<file path="config.mk">
export PLATFORM = sky130hd
export DESIGN_NAME = multicycle_control_unit
export DESIGN_NICKNAME = d
export VERILOG_FILES = /design/src/rtl/k_and_s_pkg.sv /design/src/rtl/cu_wait_timer.sv /design/src/rtl/multicycle_control_unit.sv
export SDC_FILE = /design/constraint.sdc
export NUM_CORES = 1
export LEC_CHECK = 0
export CORE_UTILIZATION = 49
export CTS_BUF_LIST = sky130_fd_sc_hd__clkbuf_8 sky130_fd_sc_hd__clkbuf_16
export DETAILED_ROUTE_END_ITERATION = 12
export PLACE_DENSITY = 0.85
export SETUP_SLACK_MARGIN = 0.05
export SLEW_MARGIN = 20
export SYNTH_ARGS = -nofsm -noshare
export SYNTH_HDL_FRONTEND = slang
export SYNTH_SLANG_ARGS = --single-unit
</file>
<file path="constraint.sdc">
create_clock -name clk -period 1.9 [get_ports clk]
set_input_delay 0.38 -clock clk [delete_from_list [all_inputs] [get_ports clk]]
set_output_delay 0.38 -clock clk [all_outputs]
set_load 0.02 [all_outputs]
</file>
<file path="src/rtl/k_and_s_pkg.sv">
//------------------------------------------------------------------------------
// k_and_s_pkg : shared types for the K&S control unit and datapath.
// Revision   : 1.0
//------------------------------------------------------------------------------
`default_nettype none

package k_and_s_pkg;

   typedef enum logic [4:0] {
      I_NOP    = 5'd0,
      I_LOAD   = 5'd1,
      I_STORE  = 5'd2,
      I_MOVE   = 5'd3,
      I_ADD    = 5'd4,
      I_SUB    = 5'd5,
      I_AND    = 5'd6,
      I_OR     = 5'd7,
      I_BRANCH = 5'd8,
      I_BZERO  = 5'd9,
      I_BNZERO = 5'd10,
      I_BNEG   = 5'd11,
      I_BNNEG  = 5'd12,
      I_BOV    = 5'd13,
      I_BNOV   = 5'd14,
      I_HALT   = 5'd15
   } decoded_instruction_type;

   typedef enum logic [1:0] {
      ALU_OR  = 2'b00,
      ALU_ADD = 2'b01,
      ALU_SUB = 2'b10,
      ALU_AND = 2'b11
   } alu_op_t;

   typedef enum logic [3:0] {
      S_IDLE        = 4'd0,
      S_FETCH       = 4'd1,
      S_LOAD_IR     = 4'd2,
      S_DECODE      = 4'd3,
      S_EXEC_ALU    = 4'd4,
      S_EXEC_MOVE   = 4'd5,
      S_LOAD_WAIT   = 4'd6,
      S_LOAD_WB     = 4'd7,
      S_STORE       = 4'd8,
      S_BRANCH_TAKE = 4'd9,
      S_HALTED      = 4'd10
   } cu_state_t;

   function automatic alu_op_t alu_op_of(input decoded_instruction_type ins);
      case (ins)
         I_ADD:   return ALU_ADD;
         I_SUB:   return ALU_SUB;
         I_AND:   return ALU_AND;
         default: return ALU_OR;
      endcase
   endfunction

   function automatic logic branch_taken(input decoded_instruction_type ins,
                                         input logic zero, input logic neg,
                                         input logic sovf);
      case (ins)
         I_BRANCH: return 1'b1;
         I_BZERO:  return zero;
         I_BNZERO: return !zero;
         I_BNEG:   return neg;
         I_BNNEG:  return !neg;
         I_BOV:    return sovf;
         I_BNOV:   return !sovf;
         default:  return 1'b0;
      endcase
   endfunction

endpackage

`default_nettype wire

</file>
<file path="src/rtl/cu_wait_timer.sv">
//------------------------------------------------------------------------------
// cu_wait_timer : RAM_LATENCY-cycle down-counter; o_done marks the last wait cycle.
// Revision      : 1.0
//------------------------------------------------------------------------------
`default_nettype none

module cu_wait_timer #(
   parameter int RAM_LATENCY = 1
) (
   input  logic clk,
   input  logic rst_n,
   input  logic i_clear,
   input  logic i_run,
   output logic o_done
);

   localparam int c_cnt_w = (RAM_LATENCY > 1) ? $clog2(RAM_LATENCY) : 1;
   localparam logic [c_cnt_w-1:0] c_load = c_cnt_w'(RAM_LATENCY - 1);

   logic [c_cnt_w-1:0] r_cnt;

   // Reloaded on every state entry so each waiting state sees a full count.
   always_ff @(posedge clk or negedge rst_n) begin
      if (!rst_n) begin
         r_cnt <= c_load;
      end else if (i_clear) begin
         r_cnt <= c_load;
      end else if (i_run && (r_cnt != '0)) begin
         r_cnt <= r_cnt - c_cnt_w'(1);
      end
   end

   assign o_done = i_run && (r_cnt == '0);

endmodule

`default_nettype wire

</file>
<file path="src/rtl/multicycle_control_unit.sv">
//------------------------------------------------------------------------------
// multicycle_control_unit : Moore FSM sequencing fetch/decode/execute for K&S.
// Optional CU_SINGLE_STEP_EN adds i_step and an IDLE gate before every FETCH.
// Revision : 1.0
//------------------------------------------------------------------------------
`default_nettype none

module multicycle_control_unit
   import k_and_s_pkg::*;
#(
   parameter int RAM_LATENCY = 1,
   parameter int CNT_W       = 16
) (
   input  logic                    clk,
   input  logic                    rst_n,
`ifdef CU_SINGLE_STEP_EN
   input  logic                    i_step,
`endif
   input  decoded_instruction_type i_decoded_instruction,
   input  logic                    i_zero_op,
   input  logic                    i_neg_op,
   input  logic                    i_unsigned_overflow,
   input  logic                    i_signed_overflow,
   output logic                    o_branch,
   output logic                    o_pc_enable,
   output logic                    o_ir_enable,
   output logic                    o_write_reg_enable,
   output logic                    o_addr_sel,
   output logic                    o_c_sel,
   output alu_op_t                 o_operation,
   output logic                    o_flags_reg_enable,
   output logic                    o_ram_write_enable,
   output logic                    o_halt,
   output logic [CNT_W-1:0]        o_instr_retired
);

   generate
      if (RAM_LATENCY < 1) begin : g_bad_latency
         $error("multicycle_control_unit: RAM_LATENCY must be >= 1");
      end
   endgenerate

`ifdef CU_SINGLE_STEP_EN
   localparam cu_state_t c_reset_state = S_IDLE;
   localparam cu_state_t c_after_instr = S_IDLE;
`else
   localparam cu_state_t c_reset_state = S_FETCH;
   localparam cu_state_t c_after_instr = S_FETCH;
`endif

   cu_state_t               r_state;
   cu_state_t               w_next;
   decoded_instruction_type r_instr;
   logic [CNT_W-1:0]        r_retired;
   logic                    w_retire;
   logic                    w_wait_run;
   logic                    w_wait_done;
   logic                    w_taken;
   logic                    w_unused_carry;

   assign w_unused_carry = i_unsigned_overflow;
   assign w_wait_run     = (r_state == S_FETCH) || (r_state == S_LOAD_WAIT);
   assign w_taken        = branch_taken(i_decoded_instruction, i_zero_op,
                                        i_neg_op, i_signed_overflow);

   cu_wait_timer #(
      .RAM_LATENCY(RAM_LATENCY)
   ) u_wait_timer (
      .clk     (clk),
      .rst_n   (rst_n),
      .i_clear (w_next != r_state),
      .i_run   (w_wait_run),
      .o_done  (w_wait_done)
   );

   always_ff @(posedge clk or negedge rst_n) begin
      if (!rst_n) begin
         r_state   <= c_reset_state;
         r_instr   <= I_NOP;
         r_retired <= '0;
      end else begin
         r_state <= w_next;
         if (r_state == S_DECODE) begin
            r_instr <= i_decoded_instruction;
         end
         if (w_retire) begin
            r_retired <= r_retired + CNT_W'(1);
         end
      end
   end

   always_comb begin
      w_next             = r_state;
      w_retire           = 1'b0;
      o_branch           = 1'b0;
      o_pc_enable        = 1'b0;
      o_ir_enable        = 1'b0;
      o_write_reg_enable = 1'b0;
      o_addr_sel         = 1'b0;
      o_c_sel            = 1'b0;
      o_operation        = ALU_OR;
      o_flags_reg_enable = 1'b0;
      o_ram_write_enable = 1'b0;
      o_halt             = 1'b0;
      case (r_state)
`ifdef CU_SINGLE_STEP_EN
         S_IDLE: begin
            if (i_step) w_next = S_FETCH;
         end
`endif
         S_FETCH: begin
            if (w_wait_done) w_next = S_LOAD_IR;
         end
         S_LOAD_IR: begin
            o_ir_enable = 1'b1;
            o_pc_enable = 1'b1;
            w_next      = S_DECODE;
         end
         S_DECODE: begin
            case (i_decoded_instruction)
               I_ADD, I_SUB, I_AND, I_OR: w_next = S_EXEC_ALU;
               I_MOVE:                    w_next = S_EXEC_MOVE;
               I_LOAD:                    w_next = S_LOAD_WAIT;
               I_STORE:                   w_next = S_STORE;
               I_HALT: begin
                  w_next   = S_HALTED;
                  w_retire = 1'b1;
               end
               I_BRANCH, I_BZERO, I_BNZERO, I_BNEG, I_BNNEG, I_BOV, I_BNOV: begin
                  w_next   = w_taken ? S_BRANCH_TAKE : c_after_instr;
                  w_retire = !w_taken;
               end
               default: begin
                  w_next   = c_after_instr;
                  w_retire = 1'b1;
               end
            endcase
         end
         S_EXEC_ALU: begin
            o_operation        = alu_op_of(r_instr);
            o_write_reg_enable = 1'b1;
            o_flags_reg_enable = 1'b1;
            w_next             = c_after_instr;
            w_retire           = 1'b1;
         end
         // Datapath forces B to zero, so OR passes A through unchanged.
         S_EXEC_MOVE: begin
            o_operation        = ALU_OR;
            o_write_reg_enable = 1'b1;
            w_next             = c_after_instr;
            w_retire           = 1'b1;
         end
         S_LOAD_WAIT: begin
            o_addr_sel = 1'b1;
            if (w_wait_done) w_next = S_LOAD_WB;
         end
         S_LOAD_WB: begin
            o_addr_sel         = 1'b1;
            o_c_sel            = 1'b1;
            o_write_reg_enable = 1'b1;
            w_next             = c_after_instr;
            w_retire           = 1'b1;
         end
         S_STORE: begin
            o_addr_sel         = 1'b1;
            o_ram_write_enable = 1'b1;
            w_next             = c_after_instr;
            w_retire           = 1'b1;
         end
         S_BRANCH_TAKE: begin
            o_branch    = 1'b1;
            o_pc_enable = 1'b1;
            w_next      = c_after_instr;
            w_retire    = 1'b1;
         end
         S_HALTED: begin
            o_halt = 1'b1;
         end
         default: begin
            w_next = c_after_instr;
         end
      endcase
   end

   assign o_instr_retired = r_retired;

endmodule

`default_nettype wire
</file>
## Word-level counts from Yosys, hierarchy flattened

Index checks and enable logic that the tools add are counted.

- Equal/unequal tests: 29
- $add $sub $neg: 2
- Bitwise operators: 1
- Reductions and logical operators: 15
- Muxes and demuxes: 21

Operators with widths:

| kind | count |
|---|---|
| == test 5 x 4 -> 1 bit (second input constant) | 8 |
| == test 5 x 3 -> 1 bit (second input constant) | 7 |
| one-hot mux 4 bit (6 select lines) | 1 |
| one-hot mux 4 bit (5 select lines) | 1 |
| adder 16 x 1 -> 16 bit (second input constant) | 1 |
| == test 4 x 3 -> 1 bit (second input constant) | 4 |
| OR reduction 7 bit | 2 |
| == test 4 bit (second input constant) | 3 |
| 2-to-1 mux 4 bit | 3 |
| 2-to-1 mux 1 bit | 11 |
| == test 5 x 2 -> 1 bit (second input constant) | 2 |
| == test 4 x 2 -> 1 bit (second input constant) | 2 |
| one-hot mux 1 bit (7 select lines) | 1 |
| one-hot mux 2 bit (3 select lines) | 1 |
| OR reduction 3 bit | 2 |
| == test 5 x 1 -> 1 bit (second input constant) | 1 |
| OR reduction 5 bit | 1 |
| == test 4 x 1 -> 1 bit (second input constant) | 1 |
| logical NOT 1 bit | 4 |
| != test 4 bit | 1 |
| one-hot mux 1 bit (2 select lines) | 2 |
| OR reduction 4 bit | 1 |
| logical AND 1 bit | 2 |
| 2-to-1 mux 2 bit | 1 |
| other kinds (5) | 5 |

- Output and inout bits: 27
- Bits in registers: 26
- Input port bits: 11

## Depth between registers and ports, before layout

- Depth in word-level cells: 7
- Mapped depth: 8
- Depth with buffers taken out: 6

## Hierarchy

From an unflattened synthesis, not the netlist that was laid out.

- Cell total of the unflattened synthesis: 163
- Area, all modules: 1601.5 µm²

By module, submodules not included:

| module | area an instance (µm²) | instances | cells an instance | sequential area each (µm²) |
|---|---|---|---|---|
| multicycle_control_unit | 1555.2 | 1 | 160 | 626.9 |
| cu_wait_timer | 46.3 | 1 | 3 | 25.0 |

## Worst setup path before layout

No wires, ideal clock.

- Kind: register -> output
- Start: reg r_state[3]
- End: out o_operation[1]
- Path buffers: 1
- Setup slack: -162 ps
- Cell stages (with the launch flop): 6
- Arrival time: 1682 ps
- Cell sequence: dfrtp_1 buf_2 nand2b_1 nor3_1 nand3_1 nor2_1

- Longest elaborated chain between the ends: 2

Ends and longest elaborated chain:

| element | RTL line | RTL |
|---|---|---|
| start, declared | multicycle_control_unit.sv:51 | `cu_state_t r_state;` |
| start signal, assigned | multicycle_control_unit.sv:78 | `r_state <= c_reset_state;` |
| start signal, assigned | multicycle_control_unit.sv:82 | `r_state <= w_next;` |
| == test 4 x 3 -> 1 bit | multicycle_control_unit.sv:105 | `case (r_state)` |
| 2-to-1 mux 2 bit | multicycle_control_unit.sv:105 |  |
| end, declared | multicycle_control_unit.sv:30 | `output alu_op_t o_operation,` |

No other way between the ends.

## Worst setup path after layout

- Start: in i_decoded_instruction[0]
- End: reg r_retired[14], in the netlist o_instr_retired[14]

- Longest elaborated chain between the ends: 5
- Elaborated cells on any way between the ends: 20
- Those cells by class: 14 x eq/ne; 3 x mux; 3 x reduce/logical

Ends and longest elaborated chain:

| element | RTL line | RTL |
|---|---|---|
| start, declared | multicycle_control_unit.sv:19 | `input decoded_instruction_type i_decoded_instruction,` |
| == test 5 x 4 -> 1 bit | k_and_s_pkg.sv:61, multicycle_control_unit.sv:120 |  |
| one-hot mux 1 bit (7 select lines) | k_and_s_pkg.sv:61 | `case (ins)` |
| logical NOT 1 bit | multicycle_control_unit.sv:131 | `w_retire = !w_taken;` |
| one-hot mux 1 bit (2 select lines) * | multicycle_control_unit.sv:120 | `case (i_decoded_instruction)` |
| one-hot mux 1 bit (2 select lines) * | multicycle_control_unit.sv:105 |  |
| end signal, assigned | multicycle_control_unit.sv:87 | `r_retired <= r_retired + CNT_W'(1);` |
| end, declared | multicycle_control_unit.sv:54 | `logic [CNT_W-1:0] r_retired;` |

Every way passes the cells marked *; elsewhere a longest branch is shown, timed or not.
A chain may end at the register's enable or synchronous reset.

==> results.toml <==
[synth]
count_of_unique_library_cells_instantiated_by_yosys = 48
ys_seq_area_share_pct = 41.55
syn_area_sq_mm = 0.001569
most_area_hungry_cell_type_in_the_yosys_netlist = "sky130_fd_sc_hd__dfrtp_1"
synth_area_leaders = "sky130_fd_sc_hd__dfrtp_1, sky130_fd_sc_hd__xnor2_1, sky130_fd_sc_hd__mux2_2"
synth_enable_flop_cells = 0
synth-async-reset-ratio_pct = 100.0
postSynthNetCount = 169
average_size_of_a_mapped_cell_sq_um = 9.994
synthesis.yosys.warnings = 0
synth.top_cell.area_share_pct = 39.87
number_of_instances_in_the_synthesized_netlist = 157
yosys_register_bits = 26
synth-main-ff-cell = "sky130_fd_sc_hd__dfrtp_1"

[die]
die_outline_width_um = 58.59
floorplan_core_area_sq_mm = 0.003053
die_h_um = 58.59
rows = 20
initial_core_util_pct = 51.39
ioPinCount = 38
die_area_sq_mm = 0.003432

[place]
dp_hpwl_mm = 2.872
post-place-ws_ns = -0.4815
dpl.cell_count = 253
buffer_ports.inserted = 36
gp_congestion = 0.8140

[routing]
avgRoutedWirePerCell_um = 19.05
route.detailed.vias_per_inst = 5.937
post-route-drc-count = 0
route.vias.total = 1591
final_antenna_net_count = 0
initialDrtViolationCount = 71
detailedRoute.firstPassIterationCount = 4
totalWireLength_mm = 5.106

[timing]
hold_violations = 0
total_neg_setup_slack_ns = -0.08635
worst_slew_pin_slew_ns = 0.4065
fmax_mhz = 509.9
grt_setup_unrepaired = "yes"
period_share_pct = 103.2
normalized_max_slew_margin_pct = 72.65
timing.final.setup_violations = 3
timing.clock.skew_ns = 0.01022
finalCriticalPeriod_ns = 1.961
finalMaxSlewViolations = 0
timing.final.ws_setup_ns = -0.06131

[clock_network]
hold_fix_buffer_count_after_cts = 0
clk_pin_slew_worst_paths_ns = 0.10
clock_sinks = 26
clock_tree.buffer_depth = 2
cts_buffers = 3
cts_tree = "yes"
clock_insertion_delay_at_the_later_pin_of_the_skew_report_ns = 0.28
htree_levels = 1
cts_root_buffer = "sky130_fd_sc_hd__clkbuf_8"

[worst_setup_path]
worst-endpoint-arrival_ns = 2.14
worst_path_max_delay_cell = "sky130_fd_sc_hd__dlygate4sd2_1"
critPathCaptureType = "register"
cpMostUsedCell = "sky130_fd_sc_hd__buf_6"
path_max_fanout = 11
worst_path_cell_trace = "dlygate4sd2_1, buf_6, nor2_2, a31oi_1, buf_4, a31oi_4, buf_6, o21ai_2, xnor2_1"
timing.critical_path.required_ns = 2.08
worst-setup-path-type = "input port to register"
crit_path_max_incr_delay_ns = 0.33
start_kind = "input port"
ff2ff_path_depth = 7

[final_layout]
layout-area-overhead-vs-synth_pct = 56.70
final_cell_count_no_fill = 268
fin_nets = 236
fill_cells = 179
post_route_cells_drive_above_1_share_pct = 42.15

[global_routing]
initial_antenna_violation_count = 1
grt_remaining_overflow = 0
global_route_wire_length_before_repair_mm = 7.389
groute.usage.overall_pct = 28.58
grt_start_max_net_pins = 27
first_global_vias = 1546

[flow_run]
cap_violations = 0

[run_status]
failed_checks = "setup timing"
run_status = "finished, violations left"

[pwr]
pleak_nw = 1.051
total_power_w = 0.002849
ir_drop_uv = 1098
powerDensity_mw_per_mm2 = 1159

[worst_hold_path]
type_of_the_most_critical_hold_path = "input port to async pin"
cell type report:
cell class	instances	area, sq um	share of cell area (%)
diodes	1	2.502	0.1018
multi-input cells	119	1030	41.88
well taps	44	55.05	2.239
inverters	2	7.507	0.3053
repair buffers	72	638.1	25.95
flip-flops and latches	26	654.4	26.62
clock buffers	3	41.29	1.679
clock inverters	1	30.03	1.221
registers in the layout, summed over array words and instances (netlist names):
signal / flops
o_instr_retired: 16
r_instr: 5
r_state: 4
u_wait_timer.r_cnt: 1
worst max-delay path, delay by kind of cell:
family | cells | cell delay, ns
buffers and inverters | 4 | 0.88
AO/OA/AOI/OAI | 3 | 0.46
XOR/XNOR | 1 | 0.24
AND/OR/NAND/NOR | 1 | 0.17
per-stage QoR:
step,hold WS (ns),cell area (sq um),utilization (%)
floorplan,0.08441,1579,-
global placement,0.4640,2145,70.25
detailed placement,0.4669,2145,70.25
CTS,0.4811,2313,75.78
global route,0.4986,2459,80.53
finish,0.4649,2459,80.53
routing by layer:
metal	GRT usage [%]	vias up	wire length, um
met5	0	-	0
met1	34.56	789	2045
li1	-	705	-
met4	14.97	0	170
met2	49.59	79	2629
met3	3.956	18	261
cell families after synthesis:
| group | count (synthesis) | share of synthesized area, % |
|---|---|---|
| flops | 26 | 41.55 |
| xor+xnor | 16 | 8.931 |
| compound gates | 31 | 15.39 |
| simple gates | 63 | 23.69 |
| mux | 7 | 5.024 |
| fa+ha+maj | 1 | 0.7973 |
| buf+inv | 13 | 4.625 |
power breakdown:
part | leakage (nW) | total (W) | internal (W) | switching (W)
Sequential | 0.333 | 0.000888 | 0.000711 | 0.000177
Combinational | 0.682 | 0.00150 | 0.000775 | 0.000721
Clock | 0.0357 | 0.000465 | 0.000282 | 0.000183
Total | 1.05 | 0.00285 | 0.00177 | 0.00108
synth_stat cells, types with 2 or more instances:
cell                        count
sky130_fd_sc_hd__clkbuf_1       4
sky130_fd_sc_hd__buf_6          2
sky130_fd_sc_hd__nor2b_1        3
sky130_fd_sc_hd__xnor2_1       16
sky130_fd_sc_hd__and4_1         2
sky130_fd_sc_hd__o2111ai_1      3
sky130_fd_sc_hd__nor4_1         4
sky130_fd_sc_hd__buf_2          4
sky130_fd_sc_hd__inv_1          2
sky130_fd_sc_hd__nand3_1        6
sky130_fd_sc_hd__nor2_1         9
sky130_fd_sc_hd__and2_1         3
sky130_fd_sc_hd__nand2_1        7
sky130_fd_sc_hd__mux2_2         7
sky130_fd_sc_hd__nand2b_1       5
sky130_fd_sc_hd__and3_1         4
sky130_fd_sc_hd__nor3_1         8
sky130_fd_sc_hd__dfrtp_1       25
sky130_fd_sc_hd__a21oi_1        4
sky130_fd_sc_hd__o21ai_1        9
sky130_fd_sc_hd__a21o_1         2
sky130_fd_sc_hd__o211ai_2       2
path summary, 6_finish.rpt:
kind	from	endpoint	slack (ns)
max	i_decoded_instruction[0]	o_instr_retired[14]$_DFFE_PN0P_	-0.06
min	rst_n	o_instr_retired[7]$_DFFE_PN0P_	0.46
max reg2reg	r_state[0]$_DFF_PN1_	o_instr_retired[14]$_DFFE_PN0P_	-0.04
min reg2reg	o_instr_retired[15]$_DFFE_PN0P_	o_instr_retired[15]$_DFFE_PN0P_	0.48
max in group asynchronous	rst_n	r_state[0]$_DFF_PN1_	1.14
min in group clk	o_instr_retired[15]$_DFFE_PN0P_	o_instr_retired[15]$_DFFE_PN0P_	0.48
cell usage in the layout, fill, tap and decap left out, types with 3 or more instances in the layout:
master	netlist	final
sky130_fd_sc_hd__a21oi_1	4	3
sky130_fd_sc_hd__and2_1	3	4
sky130_fd_sc_hd__and3_1	4	4
sky130_fd_sc_hd__buf_2	4	4
sky130_fd_sc_hd__buf_4	1	31
sky130_fd_sc_hd__buf_6	2	7
sky130_fd_sc_hd__clkbuf_8	0	3
sky130_fd_sc_hd__clkdlybuf4s50_1	0	19
sky130_fd_sc_hd__dfrtp_1	25	23
sky130_fd_sc_hd__dlygate4sd2_1	0	5
sky130_fd_sc_hd__mux2_2	7	7
sky130_fd_sc_hd__nand2_1	7	7
sky130_fd_sc_hd__nand2b_4	0	3
sky130_fd_sc_hd__nand3_1	6	5
sky130_fd_sc_hd__nor2_1	9	6
sky130_fd_sc_hd__nor2_2	0	3
sky130_fd_sc_hd__nor3_1	8	4
sky130_fd_sc_hd__nor3_2	0	3
sky130_fd_sc_hd__nor4_1	4	4
sky130_fd_sc_hd__o21ai_2	0	7
sky130_fd_sc_hd__xnor2_1	16	15
timing repair:
action,4_1_cts,5_1_grt
setup buffers,4,5
pin swaps,8,8
endpoints found under the hold margin,0,0
gates cloned,1,0
setup endpoints to repair,28,26
resized for setup,53,33
Note: power is estimated with default switching activity, not from simulation.
